<file path="src/rtl/dither_pkg.sv">
// Shared definitions for the Bayer line shader: FSM states and the interleaved dither index.
package dither_pkg;

    localparam int MAX_BAYER_LOG2 = 4;

    typedef enum logic [1:0] {
        IDLE  = 2'd0,
        RUN   = 2'd1,
        DRAIN = 2'd2
    } state_t;

    // Index bits are emitted MSB first as (x[i]^y[i], y[i]) for i = 0 .. log2-1.
    function automatic logic [2*MAX_BAYER_LOG2-1:0] bayer_index(
        input logic [MAX_BAYER_LOG2-1:0] x,
        input logic [MAX_BAYER_LOG2-1:0] y,
        input int                        log2
    );
        logic [2*MAX_BAYER_LOG2-1:0] t;
        t = '0;
        for (int i = 0; i < MAX_BAYER_LOG2; i++) begin
            if (i < log2) begin
                t = {t[2*MAX_BAYER_LOG2-3:0], x[i] ^ y[i], y[i]};
            end
        end
        return t;
    endfunction

endpackage

</file>
<file path="src/rtl/dither_channel.sv">
// One colour channel: adds the scaled Bayer threshold to the sample and saturates to OUT_W bits.
module dither_channel #(
    parameter int IN_W       = 12,
    parameter int OUT_W      = 3,
    parameter int BAYER_LOG2 = 2
) (
    input  logic [IN_W-1:0]         c,
    input  logic [2*BAYER_LOG2-1:0] t,
    output logic [OUT_W-1:0]        q
);

    localparam int TW = 2 * BAYER_LOG2;
    localparam int SH = IN_W - OUT_W;
    localparam int WW = TW + SH + 1;

    logic [WW-1:0]   t_scaled;
    logic [IN_W:0]   offset;
    logic [IN_W:0]   d;

    always_comb begin
        t_scaled = WW'(t) << SH;
        offset   = (IN_W + 1)'(t_scaled >> TW);
        d        = {1'b0, c} + offset;
        // Carry out of the add means the dithered value overflowed: clamp instead of wrapping.
        q        = d[IN_W] ? {OUT_W{1'b1}} : d[IN_W-1 -: OUT_W];
    end

endmodule

</file>
<file path="src/rtl/dither_shader.sv">
// Line shader: reads a line of RGB samples, Bayer-dithers them and writes quantised pixels.
// Define DITHER_TEMPORAL_EN to roll the dither pattern by one row per frame.
module dither_shader
    import dither_pkg::*;
#(
    parameter int LINE_W     = 640,
    parameter int X_W        = 10,
    parameter int RG_IN_W    = 12,
    parameter int B_IN_W     = 8,
    parameter int R_OUT_W    = 3,
    parameter int G_OUT_W    = 3,
    parameter int B_OUT_W    = 2,
    parameter int BAYER_LOG2 = 2,
    parameter int RD_LAT     = 1
) (
    input  logic                                  clk100,
    input  logic                                  rst,
    output logic [X_W:0]                          uv_addr,
    input  logic [2*RG_IN_W+B_IN_W-1:0]           uv_data,
    output logic [X_W:0]                          px_addr,
    output logic [R_OUT_W+G_OUT_W+B_OUT_W-1:0]    px_data,
    output logic                                  px_we,
    input  logic                                  next_line,
    input  logic                                  next_frame,
    output logic                                  busy
);

    localparam int PX_W = R_OUT_W + G_OUT_W + B_OUT_W;
    localparam logic [X_W-1:0] X_LAST = X_W'(LINE_W - 1);

    state_t                  state_q, state_d;
    logic [X_W-1:0]          x_q, x_d;
    logic                    buf_q, buf_d;
    logic [BAYER_LOG2-1:0]   line_cnt_q, line_cnt_d;
    logic [BAYER_LOG2-1:0]   y;

    logic [RD_LAT-1:0]       pipe_v_q, pipe_v_d;
    logic [X_W-1:0]          pipe_x_q [RD_LAT];
    logic [X_W-1:0]          pipe_x_d [RD_LAT];

    logic [X_W:0]            px_addr_q, px_addr_d;
    logic [PX_W-1:0]         px_data_q, px_data_d;
    logic                    px_we_q, px_we_d;

    logic                    start;
    logic                    issue;
    logic                    out_valid;

    logic [2*MAX_BAYER_LOG2-1:0] t_full;
    logic [2*BAYER_LOG2-1:0]     t;
    logic                        unused_t;
    logic [R_OUT_W-1:0]          r_out;
    logic [G_OUT_W-1:0]          g_out;
    logic [B_OUT_W-1:0]          b_out;

    assign start = next_line | next_frame;
    assign issue = (state_q == RUN);

`ifdef DITHER_TEMPORAL_EN
    logic [BAYER_LOG2-1:0] frame_cnt_q, frame_cnt_d;

    assign frame_cnt_d = frame_cnt_q + BAYER_LOG2'(next_frame);
    assign y           = line_cnt_q + frame_cnt_q;

    always_ff @(posedge clk100) begin
        if (rst) begin
            frame_cnt_q <= '0;
        end else begin
            frame_cnt_q <= frame_cnt_d;
        end
    end
`else
    assign y = line_cnt_q;
`endif

    always_comb begin
        state_d    = state_q;
        x_d        = x_q;
        buf_d      = buf_q;
        line_cnt_d = line_cnt_q;
        if (next_frame) begin
            state_d    = RUN;
            x_d        = '0;
            buf_d      = 1'b0;
            line_cnt_d = '0;
        end else if (next_line) begin
            state_d    = RUN;
            x_d        = '0;
            buf_d      = ~buf_q;
            line_cnt_d = line_cnt_q + 1'b1;
        end else begin
            case (state_q)
                IDLE: ;
                RUN: begin
                    if (x_q == X_LAST) begin
                        state_d = DRAIN;
                    end else begin
                        x_d = x_q + 1'b1;
                    end
                end
                DRAIN: begin
                    // Stay busy until the last pixel has left the output register.
                    if ((pipe_v_q == '0) && !px_we_q) begin
                        state_d = IDLE;
                    end
                end
                default: state_d = IDLE;
            endcase
        end
    end

    // Read pipeline: a new line start discards every in-flight read.
    assign pipe_v_d[0] = issue & ~start;
    assign pipe_x_d[0] = x_q;

    generate
        for (genvar gi = 1; gi < RD_LAT; gi++) begin : g_pipe
            assign pipe_v_d[gi] = pipe_v_q[gi-1] & ~start;
            assign pipe_x_d[gi] = pipe_x_q[gi-1];
        end
    endgenerate

    assign out_valid = pipe_v_q[RD_LAT-1] & ~start;

    always_comb begin
        t_full = bayer_index(MAX_BAYER_LOG2'(pipe_x_q[RD_LAT-1]), MAX_BAYER_LOG2'(y), BAYER_LOG2);
        t      = t_full[2*BAYER_LOG2-1:0];
    end
    assign unused_t = ^t_full;

    dither_channel #(.IN_W(RG_IN_W), .OUT_W(R_OUT_W), .BAYER_LOG2(BAYER_LOG2)) u_chan_r (
        .c (uv_data[2*RG_IN_W+B_IN_W-1 -: RG_IN_W]),
        .t (t),
        .q (r_out)
    );

    dither_channel #(.IN_W(RG_IN_W), .OUT_W(G_OUT_W), .BAYER_LOG2(BAYER_LOG2)) u_chan_g (
        .c (uv_data[RG_IN_W+B_IN_W-1 -: RG_IN_W]),
        .t (t),
        .q (g_out)
    );

    dither_channel #(.IN_W(B_IN_W), .OUT_W(B_OUT_W), .BAYER_LOG2(BAYER_LOG2)) u_chan_b (
        .c (uv_data[B_IN_W-1:0]),
        .t (t),
        .q (b_out)
    );

    always_comb begin
        px_we_d   = out_valid;
        px_addr_d = px_addr_q;
        px_data_d = px_data_q;
        if (out_valid) begin
            px_addr_d = {buf_q, pipe_x_q[RD_LAT-1]};
            px_data_d = {r_out, g_out, b_out};
        end
    end

    always_ff @(posedge clk100) begin
        if (rst) begin
            state_q    <= IDLE;
            x_q        <= '0;
            buf_q      <= 1'b0;
            line_cnt_q <= '0;
            pipe_v_q   <= '0;
            for (int i = 0; i < RD_LAT; i++) begin
                pipe_x_q[i] <= '0;
            end
            px_addr_q  <= '0;
            px_data_q  <= '0;
            px_we_q    <= 1'b0;
        end else begin
            state_q    <= state_d;
            x_q        <= x_d;
            buf_q      <= buf_d;
            line_cnt_q <= line_cnt_d;
            pipe_v_q   <= pipe_v_d;
            for (int i = 0; i < RD_LAT; i++) begin
                pipe_x_q[i] <= pipe_x_d[i];
            end
            px_addr_q  <= px_addr_d;
            px_data_q  <= px_data_d;
            px_we_q    <= px_we_d;
        end
    end

    assign uv_addr = {buf_q, x_q};
    assign px_addr = px_addr_q;
    assign px_data = px_data_q;
    assign px_we   = px_we_q;
    assign busy    = (state_q != IDLE);

endmodule

</file>
<file path="config.mk">
export PLATFORM = sky130hd
export DESIGN_NAME = dither_shader
export DESIGN_NICKNAME = d
export VERILOG_FILES = /design/src/rtl/dither_pkg.sv /design/src/rtl/dither_channel.sv /design/src/rtl/dither_shader.sv
export SDC_FILE = /design/constraint.sdc
export NUM_CORES = 1
export LEC_CHECK = 0
export CAP_MARGIN = 40
export CORE_MARGIN = 2
export CORE_UTILIZATION = 46
export DETAILED_ROUTE_END_ITERATION = 10
export PLACE_DENSITY = 0.8
export RECOVER_POWER = 100
export SLEW_MARGIN = 15
export SYNTH_ARGS = -nofsm -noshare
export SYNTH_HDL_FRONTEND = slang
export SYNTH_HIERARCHICAL = 1
export SYNTH_SLANG_ARGS = --single-unit
export TNS_END_PERCENT = 1
</file>
<file path="constraint.sdc">
create_clock -name clk100 -period 2.52 [get_ports clk100]
set_clock_uncertainty 0.15 [all_clocks]
set_input_delay 0.504 -clock clk100 [delete_from_list [all_inputs] [get_ports clk100]]
set_output_delay 0.504 -clock clk100 [all_outputs]
set_load 0.01 [all_outputs]
</file>
### After elaboration in Yosys (flattened, before gate mapping)

Memory sizes are Yosys's and may differ from the RTL's.
Index checks and enable logic that the tools add are counted.
W data, S select, Z words.

* output and inout port bits: 32
* register bits: 36
* memory bits (writable): 10
* bits of input ports: 36
* memories: 1

Memories
* pipe_x_q: depth 1, width 10, read ports 1, clocked after Yosys merged registers in 0, wr ports 1, RTL line dither_shader.sv:38 `logic [X_W-1:0] pipe_x_q [RD_LAT];`

* add/sub/neg operators: 5
* bitwise logic cells: 10
* reductions and logical operators: 10
* eq/ne operators: 8
* mux-type cells: 13

Operators with widths (count)
* $add A12 B9 Y13: 2
* $add A10 B1 Y10 const B: 1
* $eq A10 B10 Y1 const B: 1
* $mux W10: 1
* $reduce_or A10 Y1: 1
* $add A8 B6 Y9: 1
* $mux W1: 6
* $mux W2: 3
* $mux W3: 2
* $pmux W2 S3: 1
* $reduce_and A3 Y1: 2
* $not A1 Y1: 5
* $ne A4 B3 Y1 const B: 1
* $ne A4 B4 Y1 const B: 1
* $ne A3 B3 Y1 const B: 1
* $reduce_or A3 Y1: 1
* $add A2 B1 Y2 const B: 1
* $and A1 B1 Y1: 2
* $eq A2 B1 Y1 const B: 1
* $eq A2 B2 Y1 const B: 1
* $logic_not A2 Y1: 1
* $ne A2 B1 Y1 const B: 1
* $ne A2 B2 Y1 const B: 1
* $reduce_and A2 Y1: 1
* 6 further kinds: 7

### Depth between registers and ports, before layout

* depth in word-level cells: 6
* mapped depth: 7
* gate-level depth less buffers: 7

### Cells and area by module

The synthesis kept the hierarchy.

Modules (own cells, without submodules)
* dither_shader: instances 1, cells each 194, area an instance 1735.4 µm²
* dither_channel (u_chan_g ...): instances 2, cells each 19, area an instance 143.9 µm²
* dither_channel (u_chan_b): instances 1, cells each 11, area an instance 102.6 µm²

### Worst setup path after synthesis

No wires, ideal clock.

* kind: reg2reg
* start: register line_cnt_q[0]
* end: register px_data_q[5] (netlist: px_data[5])
* buffers on the path: 0
* setup slack: 580 ps
* clock period less this slack: 1940 ps
* required time: 2238 ps
* data arrival time: 1658 ps
* stages on the path, launching flop included: 8
* cell sequence: dfxtp_1 xor2_1 ha_1 nor3_2 a211oi_2 mux2_1 nand2_1 a21oi_1

* longest elaborated chain between the ends: 3

RTL lines
* from (decl): RTL line dither_shader.sv:34 `logic [BAYER_LOG2-1:0] line_cnt_q, line_cnt_d;`
* from (signal assigned): RTL line dither_shader.sv:176 `line_cnt_q <= line_cnt_d;`
* $xor A1 B1 Y1: RTL line dither_pkg.sv:22 `t = {t[2*MAX_BAYER_LOG2-3:0], x[i] ^ y[i], y[i]};`
* net t[3]: RTL line dither_shader.sv:50 `logic [2*BAYER_LOG2-1:0] t;`
* $add A12 B9 Y13: RTL line dither_channel.sv:23 `d = {1'b0, c} + offset;`
* $mux W3: RTL line dither_channel.sv:25 `q = d[IN_W] ? {OUT_W{1'b1}} : d[IN_W-1 -: OUT_W];`
* net r_out[0]: RTL line dither_shader.sv:52 `logic [R_OUT_W-1:0] r_out;`
* to (signal assigned): RTL line dither_shader.sv:182 `px_data_q <= px_data_d;`
* to (decl): RTL line dither_shader.sv:42 `logic [PX_W-1:0] px_data_q, px_data_d;`

The timed path passes the listed nets, and every way through them passes these cells.
A chain may end at the register's enable or synchronous reset.

### Final worst setup path

* start: register state_q[0]
* end: output port busy

* longest elaborated chain between the ends: 1

RTL lines
* from (decl): RTL line dither_shader.sv:31 `state_t state_q, state_d;`
* from (signal assigned): RTL line dither_shader.sv:173 `state_q <= state_d;`
* $reduce_bool A2 Y1: RTL line dither_shader.sv:191 `assign busy = (state_q != IDLE);`
* to (decl): RTL line dither_shader.sv:25 `output logic busy`

No other way between the ends.

==> flow_summary_export.csv <==
group,metric,value,unit
run_status,status,"finished clean",
worst_setup_path,crit_slowest_cell,"dlygate4sd3_1",
global_route,grt_usage,0.182,
logic_synthesis,synth_top_area_share,0.433,
worst_setup_path,crit_required,1.87,ns
final_layout,synthToLayoutAreaGrowth,32.1,%
global_route,overflow,0,
routing,vias,1833,
final_layout,drive_gt1_frac,0.0930,
die,core_area,4410,um2
logic_synthesis,netlist_area,2130,um2
global_route,grt_max_degree,33,
global_route,met3_usage,0.0486,
logic_synthesis,synth_area_leaders,"dfxtp_1 (43%), nand2_1 (8.7%), a21oi_1 (6.8%), ha_1 (5.9%), nor2b_1 (3.5%)",
clock_tree,htreeDepth,2,
logic_synthesis,synthArstFlopShare,0,
logic_synthesis,yosysMostFrequentCell,"nand2_1",
die,design.portCount,68,
final_layout,fin_area,2810,um2
timing,final_max_slew_viol_count,0,
worst_hold_path,hold_class,"flop to flop",
worst_setup_path,path_class,"flop to output port",
routing,drc_errors,0,
logic_synthesis,synth-edff-count,0,
timing,finalHoldViolCount,0,
logic_synthesis,synth_nets,289,
worst_setup_path,rrSetupSlack,0.38,ns
logic_synthesis,synth_top_area_cell,"dfxtp_1",
clock_tree,clock_latency,0.29,ns
worst_setup_path,cp-start-kind,"flop",
clock_tree,cts_buffer_depth,2,
logic_synthesis,synth_cells,243,
die,die_area,5180,um2
power_and_ir_drop,vdd_drop_max,0.000290,V
worst_hold_path,min_path_cells,2,
global_route,grt_pass1_vias,1743,
logic_synthesis,seq_area_frac_synth,0.433,
placed_design,place_congestion,0.852,
clock_tree,post_cts_buffers,0,
clock_tree,cts_resized,0,
worst_setup_path,critical_path.max_fanout,5,
worst_setup_path,worstPathCellList,"or2_2 > dlygate4sd3_1",
timing,tightest_slew,0.606,ns
die,initial_utilization,0.482,
die,fp-row-count,24,
logic_synthesis,synth.avg_cell_area,8.75,um2
power_and_ir_drop,p_per_area,472,nW/um2
routing,drt_iter0_markers,63,
clock_tree,cts.reportedPaths.clkPinSlew,0.08,ns
clock_tree,cts.sinks,46,
clock_tree,numCtsBuffers,5,
routing,ant_nets,0,
die,die_height,72.0,um
flow_run,cap_violations,0,
power_and_ir_drop,leakagePower,1.15,nW
routing,avgViaCountPerCell,5.19,
placed_design,numPortBuffers,55,
clock_tree,cts_hold_repair.buffers,0,
logic_synthesis,synth_common_cells,"nand2_1 (49), dfxtp_1 (46), a21oi_1 (29), nor2_1 (17), nor2b_1 (12)",
logic_synthesis,synth_flop_cell,"dfxtp_1",
worst_setup_path,arrival,1.57,ns
global_route,antenna_found_initial,0,
final_layout,n_antenna_cell,0,
timing,fmax,0.450,GHz
logic_synthesis,synth.ff_latch_count,46,
worst_setup_path,ff2ff_path_depth,7,
timing,period_share,0.882,
final_layout,final_nets,346,
timing,tns,0,ns
timing,post-route-min-period,2.22,ns
routing,routed_wirelength,4380,um
clock_tree,cts-root-buf,"clkbuf_8",
timing,setup_ws,0.298,ns
global_route,grt.met1_usage,0.223,
routing,wire_per_inst,12.4,um
timing,max_slew_margin,0.596,
placed_design,place_ws,0.177,ns
timing,timing.hold.ws,0.286,ns
global_route,grt_pass1_wl,7470,um
global_route,grt.busiest_layer,"met2",
clock_tree,cts_tree,"built",
worst_setup_path,endpoint_kind,"output port",
die,die_w,72.0,um
logic_synthesis,synth.distinct_cells,41,
worst_setup_path,slowest_delay,0.60,ns
logic_synthesis,ys.warnings.count,6,
placed_design,placed_area,2730,um2
placed_design,place_hpwl,3180,um
final_layout,fin_util,0.636,
routing,drt_pass1_iterations,4,
timing,grt_setup_unrepaired,"no",
timing,setup_violations,0,
global_route,grt_util_met2,0.300,
## final cells by class
class | count | area (um2)
timing repair buffer | 60 | 583
tap | 52 | 65.1
clock buffer | 6 | 82.6
inverter | 3 | 11.3
multi-input combinational | 184 | 1130
sequential | 46 | 921
fill | 399 | 1610
clock inverter | 2 | 12.5
## power by group
part | switching (mW) | total [mW] | internal [mW]
clock network | 0.233 | 0.453 | 0.220
registers | 0.00509 | 0.737 | 0.732
logic | 0.0643 | 0.136 | 0.0721
## cells in the final DEF, fill, tap and decap left out, drive strengths merged, types with 4 or more instances in the layout
cell type | synthesis | layout
nand4 | 5 | 5
nand2b | 4 | 4
xor2 | 6 | 6
nand3 | 5 | 5
nand2 | 49 | 49
ha | 10 | 10
nor2b | 12 | 12
clkdlybuf4s50 | 0 | 21
a21oi | 29 | 29
dlygate4sd3 | 0 | 34
dfxtp | 46 | 46
clkbuf | 6 | 8
nor3 | 12 | 12
nor2 | 17 | 17
## cells by family (layout without fill, tap and decap cells)
family	count (synthesis)	after routing	share of synthesized area
buffers and inverters	13	71	0.0265
AOI/OAI and AO/OA	47	47	0.145
adders and majority gates	10	10	0.0589
DFF	46	46	0.433
and+or+nand+nor	115	115	0.281
muxes	4	4	0.0224
xor gates and xnor gates	8	8	0.0330
## registers in the layout (all words and copies together), names as in the netlist
signal	cells
buf_q	1
state_q	2
pipe_x_d	10
px_addr	11
px_data	8
pipe_v_q	1
line_cnt_q	2
pipe_x_q	10
px_we	1
## worst paths after layout
check / startpoint / endpoint
max reg2reg: pipe_x_q[0][0] / px_data[5]
min reg2reg: pipe_x_q[0][6] / px_addr[6]
max: state_q[0] / busy
min: pipe_x_q[0][6] / px_addr[6]
## through the flow
stage,power [mW],std cells
2_1_floorplan,0.830,243
3_3_place_gp,0.890,345
3_5_place_dp,0.893,345
4_1_cts,1.35,353
5_1_grt,1.40,353
6_report,1.33,353
## per-layer routing
layer / vias to the layer above / routed length (um) / share of wire
met5: - / 0 / 0
li1: 956 / - / -
met1: 819 / 2090 / 0.48
met2: 50 / 1930 / 0.44
met4: 0 / 90 / 0.021
met3: 8 / 271 / 0.062
## worst max-delay path: cells and delay by family (launching register included)
| family | cells | cell delay (ns) |
|---|---|---|
| buffers and inverters | 1 | 0.60 |
| DFF | 1 | 0.37 |
| and+or+nand+nor | 1 | 0.31 |
No activity file was read; power rests on OpenSTA's default activity.
